<file path="src/rtl/seq_regfile_write_arbiter_if.sv">
// seq_regfile_write_arbiter_if: writeback requesters, load issue, decode hazard and register-file write port bundle.
interface seq_regfile_write_arbiter_if #(
    parameter int DATA_SIZE = 32,
    parameter int ADDR_SIZE = 3
);
    localparam int NREG = 1 << ADDR_SIZE;
    logic                 i_sys_halt;
    logic                 i_a_valid;
    logic [ADDR_SIZE-1:0] i_a_dest;
    logic [DATA_SIZE-1:0] i_a_data;
    logic                 o_a_ready;
    logic                 i_b_valid;
    logic [ADDR_SIZE-1:0] i_b_dest;
    logic [DATA_SIZE-1:0] i_b_data;
    logic                 o_b_ready;
    logic                 i_issue_valid;
    logic [ADDR_SIZE-1:0] i_issue_dest;
    logic                 o_issue_ready;
    logic [ADDR_SIZE-1:0] i_source1;
    logic [ADDR_SIZE-1:0] i_source2;
    logic [1:0]           i_src_used;
    logic                 o_stall;
    logic                 o_register_file_write;
    logic [ADDR_SIZE-1:0] o_destination;
    logic [DATA_SIZE-1:0] o_result;
    logic [NREG-1:0]      o_pending;

    modport master (
        output i_sys_halt, i_a_valid, i_a_dest, i_a_data, i_b_valid, i_b_dest, i_b_data,
               i_issue_valid, i_issue_dest, i_source1, i_source2, i_src_used,
        input  o_a_ready, o_b_ready, o_issue_ready, o_stall, o_register_file_write,
               o_destination, o_result, o_pending
    );

    modport slave (
        input  i_sys_halt, i_a_valid, i_a_dest, i_a_data, i_b_valid, i_b_dest, i_b_data,
               i_issue_valid, i_issue_dest, i_source1, i_source2, i_src_used,
        output o_a_ready, o_b_ready, o_issue_ready, o_stall, o_register_file_write,
               o_destination, o_result, o_pending
    );
endinterface

</file>
<file path="src/rtl/seq_regfile_write_arbiter.sv">
// seq_regfile_write_arbiter: shares the register-file write port between ALU (A) and load (B) writebacks and scoreboards pending loads.
// Build option SEQ_RF_ARB_RR_EN: round-robin arbitration; when undefined, the load unit has fixed priority over the ALU.
module seq_regfile_write_arbiter #(
    parameter int DATA_SIZE = 32,
    parameter int ADDR_SIZE = 3
) (
    input logic i_clk,
    input logic i_rst_n,
    seq_regfile_write_arbiter_if.slave bus
);
    localparam int NREG = 1 << ADDR_SIZE;

    logic                 grant_a, grant_b, issue_ready;
    logic                 wr_d, wr_q, wr_b_d, wr_b_q;
    logic [ADDR_SIZE-1:0] dest_d, dest_q;
    logic [DATA_SIZE-1:0] result_d, result_q;
    logic [NREG-1:0]      pending_d, pending_q;

`ifdef SEQ_RF_ARB_RR_EN
    logic favour_b_d, favour_b_q;

    // Round-robin grant: on contention follow the pointer, then hand priority to the other side.
    always_comb begin
        grant_b    = ~bus.i_sys_halt && bus.i_b_valid && (~bus.i_a_valid || favour_b_q);
        grant_a    = ~bus.i_sys_halt && bus.i_a_valid && ~grant_b;
        favour_b_d = grant_b ? 1'b0 : grant_a ? 1'b1 : favour_b_q;
    end

    // Arbitration pointer; reset favours the load unit.
    always_ff @(posedge i_clk or negedge i_rst_n) begin
        if (!i_rst_n) favour_b_q <= 1'b1;
        else          favour_b_q <= favour_b_d;
    end
`else
    // Fixed priority: a load writeback always wins over the ALU.
    always_comb begin
        grant_b = ~bus.i_sys_halt && bus.i_b_valid;
        grant_a = ~bus.i_sys_halt && bus.i_a_valid && ~grant_b;
    end
`endif

    assign issue_ready = ~bus.i_sys_halt && ~pending_q[bus.i_issue_dest];

    // Capture the granted write for the next cycle; scoreboard clears on a committed load write and sets on an accepted issue.
    always_comb begin
        wr_d      = grant_a || grant_b;
        wr_b_d    = grant_b;
        dest_d    = grant_b ? bus.i_b_dest : grant_a ? bus.i_a_dest : dest_q;
        result_d  = grant_b ? bus.i_b_data : grant_a ? bus.i_a_data : result_q;
        pending_d = pending_q;
        if (wr_q && wr_b_q) pending_d[dest_q] = 1'b0;
        if (bus.i_issue_valid && issue_ready) pending_d[bus.i_issue_dest] = 1'b1;
    end

    // Registered write port and scoreboard; reset drops any in-flight write.
    always_ff @(posedge i_clk or negedge i_rst_n) begin
        if (!i_rst_n) begin
            wr_q      <= 1'b0;
            wr_b_q    <= 1'b0;
            dest_q    <= '0;
            result_q  <= '0;
            pending_q <= '0;
        end else begin
            wr_q      <= wr_d;
            wr_b_q    <= wr_b_d;
            dest_q    <= dest_d;
            result_q  <= result_d;
            pending_q <= pending_d;
        end
    end

    assign bus.o_a_ready             = grant_a;
    assign bus.o_b_ready             = grant_b;
    assign bus.o_issue_ready         = issue_ready;
    assign bus.o_stall               = (bus.i_src_used[0] && pending_q[bus.i_source1]) ||
                                       (bus.i_src_used[1] && pending_q[bus.i_source2]);
    assign bus.o_register_file_write = wr_q;
    assign bus.o_destination         = dest_q;
    assign bus.o_result              = result_q;
    assign bus.o_pending             = pending_q;
endmodule

</file>
<file path="src/flat_wrapper.sv">
// flat-port wrapper written by rule: the top's interface ports become plain ports
module seq_regfile_write_arbiter_flat 
#(
    parameter int DATA_SIZE = 32,
    parameter int ADDR_SIZE = 3
)
  (i_clk, i_rst_n, bus_i_sys_halt, bus_i_a_valid, bus_i_a_dest, bus_i_a_data, bus_i_b_valid, bus_i_b_dest, bus_i_b_data, bus_i_issue_valid, bus_i_issue_dest, bus_i_source1, bus_i_source2, bus_i_src_used, bus_o_a_ready, bus_o_b_ready, bus_o_issue_ready, bus_o_stall, bus_o_register_file_write, bus_o_destination, bus_o_result, bus_o_pending);
  seq_regfile_write_arbiter_if #(.DATA_SIZE(DATA_SIZE), .ADDR_SIZE(ADDR_SIZE)) bus_i ();
  input logic i_clk;
  input logic i_rst_n;
  input wire logic [$bits(bus_i.i_sys_halt)-1:0] bus_i_sys_halt;
  input wire logic [$bits(bus_i.i_a_valid)-1:0] bus_i_a_valid;
  input wire logic [$bits(bus_i.i_a_dest)-1:0] bus_i_a_dest;
  input wire logic [$bits(bus_i.i_a_data)-1:0] bus_i_a_data;
  input wire logic [$bits(bus_i.i_b_valid)-1:0] bus_i_b_valid;
  input wire logic [$bits(bus_i.i_b_dest)-1:0] bus_i_b_dest;
  input wire logic [$bits(bus_i.i_b_data)-1:0] bus_i_b_data;
  input wire logic [$bits(bus_i.i_issue_valid)-1:0] bus_i_issue_valid;
  input wire logic [$bits(bus_i.i_issue_dest)-1:0] bus_i_issue_dest;
  input wire logic [$bits(bus_i.i_source1)-1:0] bus_i_source1;
  input wire logic [$bits(bus_i.i_source2)-1:0] bus_i_source2;
  input wire logic [$bits(bus_i.i_src_used)-1:0] bus_i_src_used;
  output wire logic [$bits(bus_i.o_a_ready)-1:0] bus_o_a_ready;
  output wire logic [$bits(bus_i.o_b_ready)-1:0] bus_o_b_ready;
  output wire logic [$bits(bus_i.o_issue_ready)-1:0] bus_o_issue_ready;
  output wire logic [$bits(bus_i.o_stall)-1:0] bus_o_stall;
  output wire logic [$bits(bus_i.o_register_file_write)-1:0] bus_o_register_file_write;
  output wire logic [$bits(bus_i.o_destination)-1:0] bus_o_destination;
  output wire logic [$bits(bus_i.o_result)-1:0] bus_o_result;
  output wire logic [$bits(bus_i.o_pending)-1:0] bus_o_pending;
  assign bus_i.i_sys_halt = bus_i_sys_halt;
  assign bus_i.i_a_valid = bus_i_a_valid;
  assign bus_i.i_a_dest = bus_i_a_dest;
  assign bus_i.i_a_data = bus_i_a_data;
  assign bus_i.i_b_valid = bus_i_b_valid;
  assign bus_i.i_b_dest = bus_i_b_dest;
  assign bus_i.i_b_data = bus_i_b_data;
  assign bus_i.i_issue_valid = bus_i_issue_valid;
  assign bus_i.i_issue_dest = bus_i_issue_dest;
  assign bus_i.i_source1 = bus_i_source1;
  assign bus_i.i_source2 = bus_i_source2;
  assign bus_i.i_src_used = bus_i_src_used;
  assign bus_o_a_ready = bus_i.o_a_ready;
  assign bus_o_b_ready = bus_i.o_b_ready;
  assign bus_o_issue_ready = bus_i.o_issue_ready;
  assign bus_o_stall = bus_i.o_stall;
  assign bus_o_register_file_write = bus_i.o_register_file_write;
  assign bus_o_destination = bus_i.o_destination;
  assign bus_o_result = bus_i.o_result;
  assign bus_o_pending = bus_i.o_pending;
  seq_regfile_write_arbiter #(.DATA_SIZE(DATA_SIZE), .ADDR_SIZE(ADDR_SIZE)) u_core (.i_clk(i_clk), .i_rst_n(i_rst_n), .bus(bus_i));
endmodule
</file>
<file path="config.mk">
export PLATFORM = sky130hd
export DESIGN_NAME = seq_regfile_write_arbiter_flat
export DESIGN_NICKNAME = d
export VERILOG_FILES = /design/src/rtl/seq_regfile_write_arbiter_if.sv /design/src/rtl/seq_regfile_write_arbiter.sv /design/src/flat_wrapper.sv
export SDC_FILE = /design/constraint.sdc
export NUM_CORES = 1
export LEC_CHECK = 0
export ABC_AREA = 1
export CORE_MARGIN = 2
export CORE_UTILIZATION = 34
export CTS_CLUSTER_SIZE = 8
export DETAILED_ROUTE_END_ITERATION = 6
export MAX_ROUTING_LAYER = met4
export PLACE_DENSITY = 0.76
export SETUP_SLACK_MARGIN = 0.3
export SYNTH_ARGS = -nofsm -noshare
export SYNTH_HDL_FRONTEND = slang
export SYNTH_SLANG_ARGS = --single-unit
export TNS_END_PERCENT = 5
</file>
<file path="constraint.sdc">
create_clock -name i_clk -period 1.1 [get_ports i_clk]
set_input_delay 0.165 -clock i_clk [delete_from_list [all_inputs] [get_ports i_clk]]
set_output_delay 0.165 -clock i_clk [all_outputs]
set_load 0.1 [all_outputs]
</file>
==> results of run 1 <==
report_power, final:
group / internal [mW] / switching, mW
Sequential: 2.00 / 0.395
Clock: 0.511 / 0.559
Combinational: 2.13 / 3.34
synthesized netlist by cell type (5+ instances only):
master	n
o21ai_1	42
buf_4	5
nor2_1	41
buf_2	8
nand2_1	61
inv_1	12
nand4_1	11
nand3_1	7
o21ai_0	36
dfrtp_1	45
worst paths after layout:
| kind | startpoint | endpoint | depth (start not counted) |
|---|---|---|---|
| max | u_core.bus.o_pending[5] | bus_o_issue_ready | 7 |
| max in group asynchronous | i_rst_n | u_core.bus.o_result[3] | 2 |
| min reg2reg | u_core.bus.o_result[30] | u_core.bus.o_result[30] | 2 |
| min | i_rst_n | u_core.bus.o_result[1] | 1 |
| max reg2reg | u_core.bus.o_pending[5] | u_core.bus.o_pending[4] | 9 |
| min in group i_clk | bus_i_sys_halt | u_core.bus.o_result[3] | 6 |
logic make-up after synthesis:
group / after synthesis
AND/OR/NAND/NOR: 130
flip-flops: 45
buffers and inverters: 34
AO/OA/AOI/OAI: 91
per-layer routing:
| metal | routed length (microns) | share of wire (%) | track usage [%] |
|---|---|---|---|
| met5 | 0 | 0 | - |
| met4 | 228 | 2.3 | 8.66 |
| met3 | 717 | 7.2 | 6.38 |
| met2 | 5430 | 55 | 44.3 |
| met1 | 3520 | 36 | 27.6 |
state kept, by name (all words and copies together) (netlist names):
signal                            count
u_core.bus.o_destination              3
u_core.bus.o_result                  32
u_core.wr_b_q                         1
u_core.bus.o_pending                  8
u_core.bus.o_register_file_write      1
placed cells by master, fill, tap and decap left out, types with 11 or more instances in the layout:
cell,instances
clkdlybuf4s50_1,80
buf_6,17
o21ai_0,26
nor2_4,37
nand4_1,11
dfrtp_1,33
o21ai_2,17
nand2_1,56
o21ai_1,35
buf_4,15
buf_12,52
per-stage QoR:
step | setup WS [ns] | total power, mW | hold slack [ns] | area (sq um) | std cells
after floorplan | -0.490 | 5.11 | -0.131 | 2420 | 300
after global placement | -0.538 | 7.38 | 0.140 | 4530 | 528
after detailed placement | -0.602 | 7.46 | 0.141 | 4530 | 528
after CTS | -0.552 | 8.78 | -0.181 | 4990 | 542
after global routing | -0.628 | 9.24 | -0.160 | 5140 | 543
final | -0.570 | 8.94 | -0.185 | 5140 | 543
layout make-up:
class	count	area [sq um]	area share (%)
Timing Repair Buffer	172	2250	43.7
Multi-Input combinational cell	221	1460	28.3
Sequential cell	45	1150	22.4
Tap cell	80	100	1.95
Inverter	17	90.1	1.75
Clock buffer	7	86.3	1.68
Clock inverter	1	7.51	0.146
worst max-delay path: stages (launching register included):
cell and delay, ns:
dfrtp_4 0.50, inv_4 0.08, nand2_2 0.06, nand3_2 0.09
nand2_2 0.07, nor2_4 0.09, and2_4 0.15, buf_12 0.16
what timing repair did:
| item | in CTS | in global routing |
|---|---|---|
| endpoints found under the setup margin | 93 | 91 |
| setup buffers | 5 | 1 |
| endpoints found under the hold margin | 18 | 18 |
| cloned | 1 | 0 |
| pin swaps | 59 | 74 |
| gates resized for setup | 103 | 43 |
==> flow_metrics.env, run 1 <==
export IMPL_htree_num_levels=2
export IMPL_hold_viol_final=18
export IMPL_cts_buffers=5
export IMPL_max_slew_margin_pct=68.6
export IMPL_synth_fa_ha_area_share_pct=0
export IMPL_crit_path_max_fanout=3
export IMPL_place_congestion=0.875
export IMPL_nets=549
export IMPL_cts_root_buf="clkbuf_8"
export IMPL_yosysUniqueCellTypes=24
export IMPL_status="finished, violations left"
export IMPL_hpwl_microns=6300
export IMPL_initial_core_util_pct=34.7
export IMPL_cts_buffer_depth=2
export IMPL_ant_nets=0
export IMPL_rows=30
export IMPL_vias_per_cell=5.36
export IMPL_syn_area_per_cell_sq_um=7.73
export IMPL_setup_ws_ns=-0.570
export IMPL_synthesis_area_sq_um=2320
export IMPL_clkSlewWorstSetupHoldPaths_ns=0.08
export IMPL_final_core_util_pct=77.0
export IMPL_layout_min_cycle_time_ns=1.67
export IMPL_die_w_microns=86.6
export IMPL_yosys_register_bits=45
export IMPL_worstPathArrival_ns=1.50
export IMPL_overflow=0
export IMPL_fp_coreArea_sq_um=6680
export IMPL_clock_sinks=45
export IMPL_die_area_sq_um=7500
export IMPL_muxShareOfSynthArea_pct=0
export IMPL_nFillCells=391
export IMPL_area_growth_pct=122
export IMPL_netlist_instances=300
export IMPL_hold_slack_ns=-0.185
export IMPL_drtIter0Drc=102
export IMPL_synth_top_family_by_area="simple AND/OR/NAND/NOR gates"
export IMPL_clock_latency_ns=0.29
export IMPL_required_ns=0.94
export IMPL_yosysTopAreaCellShare_pct=48.5
export IMPL_worst_setup_path_start_kind="flip-flop"
export IMPL_rsz0062_at_grt="yes"
export IMPL_drv_cap=0
export IMPL_cts_tree="built"
export IMPL_tightest_slew_ns=0.472
export IMPL_track_usage_pct=25.2
export IMPL_synth_ff_type="dfrtp_1"
export IMPL_synth_area_leaders="dfrtp_1 (49%), nand2_1 (9.9%), o21ai_1 (9.1%)"
export IMPL_wl_microns=9900
export IMPL_synth_edf_count=0
export IMPL_powerDensity_nw_per_um2=1740
export IMPL_io_buffer_count=134
export IMPL_clock_fmax_mhz=599
export IMPL_synth_nets=387
export IMPL_grt_pass1_wl_microns=14100
export IMPL_seq_area_frac_synth_pct=48.5
export IMPL_fin_crit_sh_pct=152
export IMPL_synth_simple_area_share_pct=23.8
export IMPL_crit_type="reg2out"
export IMPL_synth_compound_area_share_pct=20.5
export IMPL_async_flop_share_pct=100
export IMPL_num_vias=2911
export IMPL_fin_tns_setup_ns=-4.30
export IMPL_final_layout_size_suffix_gt1_share_pct=40.8
export IMPL_drc=0
export IMPL_clock_skew_ns=0.00294
export IMPL_vdd_drop_max_v=0.000901
export IMPL_violations="hold timing, setup timing"
export IMPL_synth_xor_area_share_pct=0
export IMPL_grt_pass1_vias=2947
export IMPL_antenna_found_initial=0
export IMPL_grt_max_degree=32
export IMPL_p_leak_nw=2.12
export IMPL_ioPinCount=135
export IMPL_setup_viol=18
export IMPL_synth_area_leader_cell="dfrtp_1"
export IMPL_avgRoutedWirePerCell_microns=18.2
export IMPL_die_h_microns=86.6
export IMPL_critPathCaptureType="output port"
export IMPL_rrSetupSlack_ns=-0.29
export IMPL_diodes=0
export IMPL_slew_viol_final=0
export IMPL_hold_class="in2async"
export IMPL_dr_pass1_iters=4
export IMPL_ys_warn_count=0
Power figures use the tool's default switching activity.
==> inputs of run 2 (changes only) <==
Settings changed: MAX_ROUTING_LAYER met4 to unset.
==> run 2 against run 1 <==
Compared with the run above:
- the flow still finishes with violations (hold timing, setup timing)
- clock-buffer cell count did not move
- global-route usage fell by 0.74 points
- hold slack improved by 0.00068 ns
- clock skew barely moved
- clock power barely moved
- critical endpoint unchanged
==> flow_metrics.env, run 2 (same netlist as run 1, synthesis figures left out) <==
export IMPL_overflow=0
export IMPL_tightest_slew_ns=0.475
export IMPL_rrSetupSlack_ns=-0.30
export IMPL_critPathCaptureType="output port"
export IMPL_vias_per_cell=5.34
export IMPL_crit_slowest_cell="dfrtp_4"
export IMPL_final_core_util_pct=77.0
export IMPL_slew_viol_final=0
export IMPL_io_buffer_count=134
export IMPL_status="finished, violations left"
export IMPL_crit_top_cell="nand2_2"
export IMPL_setup_ws_ns=-0.571
export IMPL_fp_coreArea_sq_um=6680
export IMPL_ioPinCount=135
export IMPL_powerDensity_nw_per_um2=1740
export IMPL_htree_num_levels=2
export IMPL_hold_class="in2async"
export IMPL_grt_pass1_vias=2938
export IMPL_final_layout_size_suffix_gt1_share_pct=40.8
export IMPL_clock_fmax_mhz=598
export IMPL_mostFrequentLayoutCells="clkdlybuf4s50_1 (80), nand2_1 (56), buf_12 (52)"
export IMPL_hold_viol_final=18
export IMPL_setup_viol=18
export IMPL_worstReg2RegStart="u_core.bus.o_pending[5]"
export IMPL_clock_skew_ns=0.00269
export IMPL_die_w_microns=86.6
export IMPL_track_usage_pct=24.4
export IMPL_crit_path_max_fanout=3
export IMPL_cts_buffer_depth=2
export IMPL_required_ns=0.94
export IMPL_cts_tree="built"
export IMPL_place_congestion=0.861
export IMPL_crit_chain="inv_4 > nand2_2 > nand3_2 > nand2_2 > nor2_4 > and2_4 > buf_12"
export IMPL_crit_type="reg2out"
export IMPL_fin_crit_sh_pct=152
export IMPL_layout_min_cycle_time_ns=1.67
export IMPL_drv_cap=0
export IMPL_fin_total_pwr_mw=8.94
export IMPL_clock_latency_ns=0.29
export IMPL_largest_reg_flops=32
export IMPL_cts_buffers=5
export IMPL_wl_microns=9930
export IMPL_clock_sinks=45
export IMPL_vdd_drop_max_v=0.000901
export IMPL_regArea_sq_um=1150
export IMPL_grt_max_degree=32
export IMPL_avgRoutedWirePerCell_microns=18.3
export IMPL_hold_slack_ns=-0.184
export IMPL_clkSlewWorstSetupHoldPaths_ns=0.08
export IMPL_diodes=0
export IMPL_antenna_found_initial=0
export IMPL_critical_path_max_stage_delay_ns=0.50
export IMPL_drc=0
export IMPL_nFillCells=391
export IMPL_num_vias=2900
export IMPL_rows=30
export IMPL_dp_cells=528
export IMPL_p_leak_nw=2.12
export IMPL_die_h_microns=86.6
export IMPL_cts_root_buf="clkbuf_8"
export IMPL_area_growth_pct=122
export IMPL_rr_worst_depth=9
export IMPL_worst_setup_path_start_kind="flip-flop"
export IMPL_dr_pass1_iters=4
export IMPL_nets=549
export IMPL_drtIter0Drc=98
export IMPL_worstPathArrival_ns=1.51
export IMPL_ant_nets=0
export IMPL_rsz0062_at_grt="yes"
export IMPL_grt_pass1_wl_microns=14200
export IMPL_initial_core_util_pct=34.7
export IMPL_die_area_sq_um=7500
export IMPL_hpwl_microns=6300
export IMPL_multi_input_area_sq_um=1460
export IMPL_stdcell_count=543
export IMPL_max_slew_margin_pct=68.3
export IMPL_final_common_cell="clkdlybuf4s50_1"
export IMPL_r2r_end="u_core.bus.o_pending[4]"
export IMPL_violations="hold timing, setup timing"
[run 2: cell counts in the layout (fill, tap and decap cells not counted)]
Identical to the previous run, type by type.
[run 2: routing by layer]
layer,track usage (%),wire [microns]
met1,26.8,3430
met2,44.3,5380
met3,7.52,855
met4,8.66,262
met5,0,0
[run 2: metrics by stage]
| stage | hold WS (ns) | TNS [ns] | instance area (sq um) | setup slack (ns) |
|---|---|---|---|---|
| detailed placement | 0.141 | -19.61 | 4530 | -0.602 |
| global route | -0.160 | -5.21 | 5140 | -0.628 |
| finish | -0.184 | -4.35 | 5140 | -0.571 |
| global placement | 0.140 | -18.10 | 4530 | -0.538 |
| CTS | -0.181 | -4.28 | 4990 | -0.552 |
| floorplan | -0.131 | -4.65 | 2420 | -0.490 |
[run 2: repair_timing]
| item | CTS | global route |
|---|---|---|
| pin swaps | 59 | 74 |
| endpoints found under the setup margin | 93 | 91 |
| endpoints found under the hold margin | 18 | 18 |
| cloned | 1 | 0 |
| buffers inserted | 5 | 1 |
| gates resized for setup | 103 | 43 |
[run 2: power breakdown]
part | total [mW] | leakage [nW] | internal, mW | switching, mW
logic | 5.47 | 1.55 | 2.13 | 3.34
clock network | 1.07 | 0.0445 | 0.511 | 0.560
registers | 2.40 | 0.526 | 2.00 | 0.395
[run 2: layout make-up]
class / instances / area share (%)
Multi-Input combinational cell: 221 / 28.3
Timing Repair Buffer: 172 / 43.7
Clock inverter: 1 / 0.146
Tap cell: 80 / 1.95
Inverter: 17 / 1.75
Clock buffer: 7 / 1.68
Sequential cell: 45 / 22.4
[run 2: how the worst max path moves through the flow]
stage	endpoint	slack, ns	from	cells past startpoint
after floorplan	bus_o_issue_ready	-0.49	u_core.bus.o_pending[5]	6
after global placement	bus_o_issue_ready	-0.54	bus_i_issue_dest[0]	7
after detailed placement	bus_o_issue_ready	-0.60	bus_i_issue_dest[0]	7
after CTS	bus_o_stall	-0.55	u_core.bus.o_pending[3]	7
after global routing	bus_o_stall	-0.63	u_core.bus.o_pending[7]	7
final	bus_o_issue_ready	-0.57	u_core.bus.o_pending[5]	7
[run 2: critical path: cells and delay by family, from the launching register on]
kind	cells	cell delay, ns
buffers and inverters	2	0.24
DFF	1	0.50
and+or+nand+nor	5	0.46
==> inputs of run 3 (changes only) <==
Settings changed: GPL_TIMING_DRIVEN set to 0.
==> run 3 against run 2 <==
Compared with the run above:
- design area decreased by 7.9%
- core utilization down 6.1 points
- the run still ends with hold timing, setup timing left
- critical path type unchanged
- cell count is 3.1% lower
- total power is 4.6% lower
==> flow_metrics.env, run 3 (same netlist as run 1, synthesis figures left out) <==
export IMPL_place_congestion=0.921
export IMPL_antenna_found_initial=0
export IMPL_nets=532
export IMPL_clock_fmax_mhz=600
export IMPL_rr_worst_depth=8
export IMPL_fin_tns_setup_ns=-3.34
export IMPL_worstPathArrival_ns=1.50
export IMPL_final_layout_size_suffix_gt1_share_pct=33.9
export IMPL_fin_crit_sh_pct=152
export IMPL_drtIter0Drc=140
export IMPL_ant_nets=0
export IMPL_regArea_sq_um=1150
export IMPL_mostFrequentLayoutCells="clkdlybuf4s50_1 (77), nand2_1 (55), buf_12 (51)"
export IMPL_crit_top_cell="nand2_2"
export IMPL_drc=0
export IMPL_clock_latency_ns=0.30
export IMPL_layout_min_cycle_time_ns=1.67
export IMPL_status="finished, violations left"
export IMPL_initial_core_util_pct=34.7
export IMPL_io_buffer_count=130
export IMPL_drv_cap=0
export IMPL_largest_reg_flops=32
export IMPL_crit_slowest_cell="dfrtp_4"
export IMPL_hold_viol_final=20
export IMPL_power_switching_share_pct=48.7
export IMPL_powerDensity_nw_per_um2=1800
export IMPL_switchingPower_mw=4.16
export IMPL_diodes=0
export IMPL_p_leak_nw=2.01
export IMPL_slew_viol_final=0
export IMPL_track_usage_pct=22.7
export IMPL_setup_ws_ns=-0.567
export IMPL_cts_buffers=5
export IMPL_crit_buf_inv=2
export IMPL_cts_buffer_depth=2
export IMPL_overflow=0
export IMPL_die_h_microns=86.6
export IMPL_pre_cts_slack_ns=-1.66
export IMPL_max_slew_margin_pct=63.9
export IMPL_tightest_slew_ns=0.544
export IMPL_grt_pass1_vias=2758
export IMPL_clkSlewWorstSetupHoldPaths_ns=0.09
export IMPL_fp_coreArea_sq_um=6680
export IMPL_pwr_share_clk_pct=13.2
export IMPL_critPathCaptureType="output port"
export IMPL_crit_path_max_fanout=3
export IMPL_crit_family="flip-flops"
export IMPL_vdd_drop_max_v=0.000954
export IMPL_p_seq_share_pct=28.3
export IMPL_nFillCells=476
export IMPL_die_w_microns=86.6
export IMPL_cts_root_buf="clkbuf_8"
export IMPL_worstReg2RegStart="u_core.bus.o_pending[5]"
export IMPL_cts_tree="built"
export IMPL_setup_viol=18
export IMPL_final_common_cell="clkdlybuf4s50_1"
export IMPL_violations="hold timing, setup timing"
export IMPL_grt_max_degree=26
export IMPL_rrSetupSlack_ns=-0.15
export IMPL_die_area_sq_um=7500
export IMPL_num_vias=2732
export IMPL_area_growth_pct=104
export IMPL_crit_chain="inv_4 > nand2_2 > nand3_2 > nand2_2 > nor2_4 > and2_4 > buf_12"
export IMPL_avgRoutedWirePerCell_microns=16.3
export IMPL_wl_microns=8580
export IMPL_worst_setup_path_start_kind="flip-flop"
export IMPL_hold_class="in2async"
export IMPL_dr_pass1_iters=4
export IMPL_ioPinCount=135
export IMPL_grt_pass1_wl_microns=13400
export IMPL_rows=30
export IMPL_rsz0062_at_grt="yes"
export IMPL_critical_path_max_stage_delay_ns=0.50
export IMPL_clock_skew_ns=0.00907
export IMPL_crit_type="reg2out"
export IMPL_htree_num_levels=2
export IMPL_combPwrFrac_pct=58.5
export IMPL_hpwl_microns=5930
export IMPL_multi_input_area_sq_um=1220
export IMPL_r2r_end="u_core.bus.o_pending[2]"
export IMPL_clock_sinks=45
export IMPL_p_int_mw=4.37
export IMPL_hold_slack_ns=-0.167
export IMPL_required_ns=0.94
export IMPL_vias_per_cell=5.19
==> run 3: layout make-up <==
cell class | count | area share, %
well taps | 80 | 2.11
flip-flops and latches | 45 | 24.4
clock buffers | 6 | 1.74
multi-input cells | 221 | 25.7
plain buffers | 17 | 4.10
inverters | 17 | 2.06
clock inverters | 2 | 0.343
repair buffers | 138 | 39.6
==> run 3: repair_timing <==
action / in CTS / in global routing
gates resized for setup: 461 / 79
pin swaps: 13 / 27
buffers inserted: 7 / 0
setup endpoints to repair: 93 / 88
endpoints found under the hold margin: 20 / 20
==> run 3: power by group through the flow <==
stage          sequential (mW)  clock [mW]  combinational, mW
2_1_floorplan             4.38           0              0.737
3_3_place_gp              2.29           0               4.00
3_5_place_dp              2.30           0               4.04
4_1_cts                   2.39        1.14               4.78
5_1_grt                   2.45        1.24               5.20
6_report                  2.41        1.13               4.99
==> run 3: how the worst max path moves through the flow <==
stage / slack [ns] / end / from / cells after the start
detailed placement: -1.66 / bus_o_b_ready / bus_i_sys_halt / 4
global placement: -1.66 / u_core.bus.o_pending[3] / i_rst_n / 1
finish: -0.57 / bus_o_issue_ready / u_core.bus.o_pending[5] / 7
global route: -0.68 / bus_o_stall / u_core.bus.o_pending[1] / 7
floorplan: -0.49 / bus_o_issue_ready / u_core.bus.o_pending[5] / 6
CTS: -0.57 / bus_o_stall / u_core.bus.o_pending[2] / 5
==> run 3: per-stage QoR <==
step	instances	util (%)	power [mW]	cell area (sq um)	hold slack, ns
after detailed placement	511	57.4	6.34	3830	0.168
after global routing	526	70.9	8.88	4740	-0.153
after floorplan	300	-	5.11	2420	-0.131
after CTS	526	68.0	8.31	4540	-0.161
final	526	70.9	8.53	4740	-0.167
after global placement	510	57.2	6.28	3820	0.467
==> run 3: routing by layer <==
layer  vias up  global-route usage (%)  share of wire, %  wire [microns]
li1       1303                       -                 -               -
met1      1273                    26.0                35            3030
met2       139                    40.6                53            4530
met3        17                    7.90                10             894
met4         0                    5.11               1.5             129
met5         -                       0                 0               0
==> run 3: worst reg2reg max path, stage by stage (launching register included) <==
cell	delay, ns
dfrtp_4	0.50
inv_4	0.08
nand2_2	0.05
nand3_2	0.08
nand2_2	0.07
nor2_4	0.09
buf_6	0.13
nand4_1	0.10
nand2_1	0.09
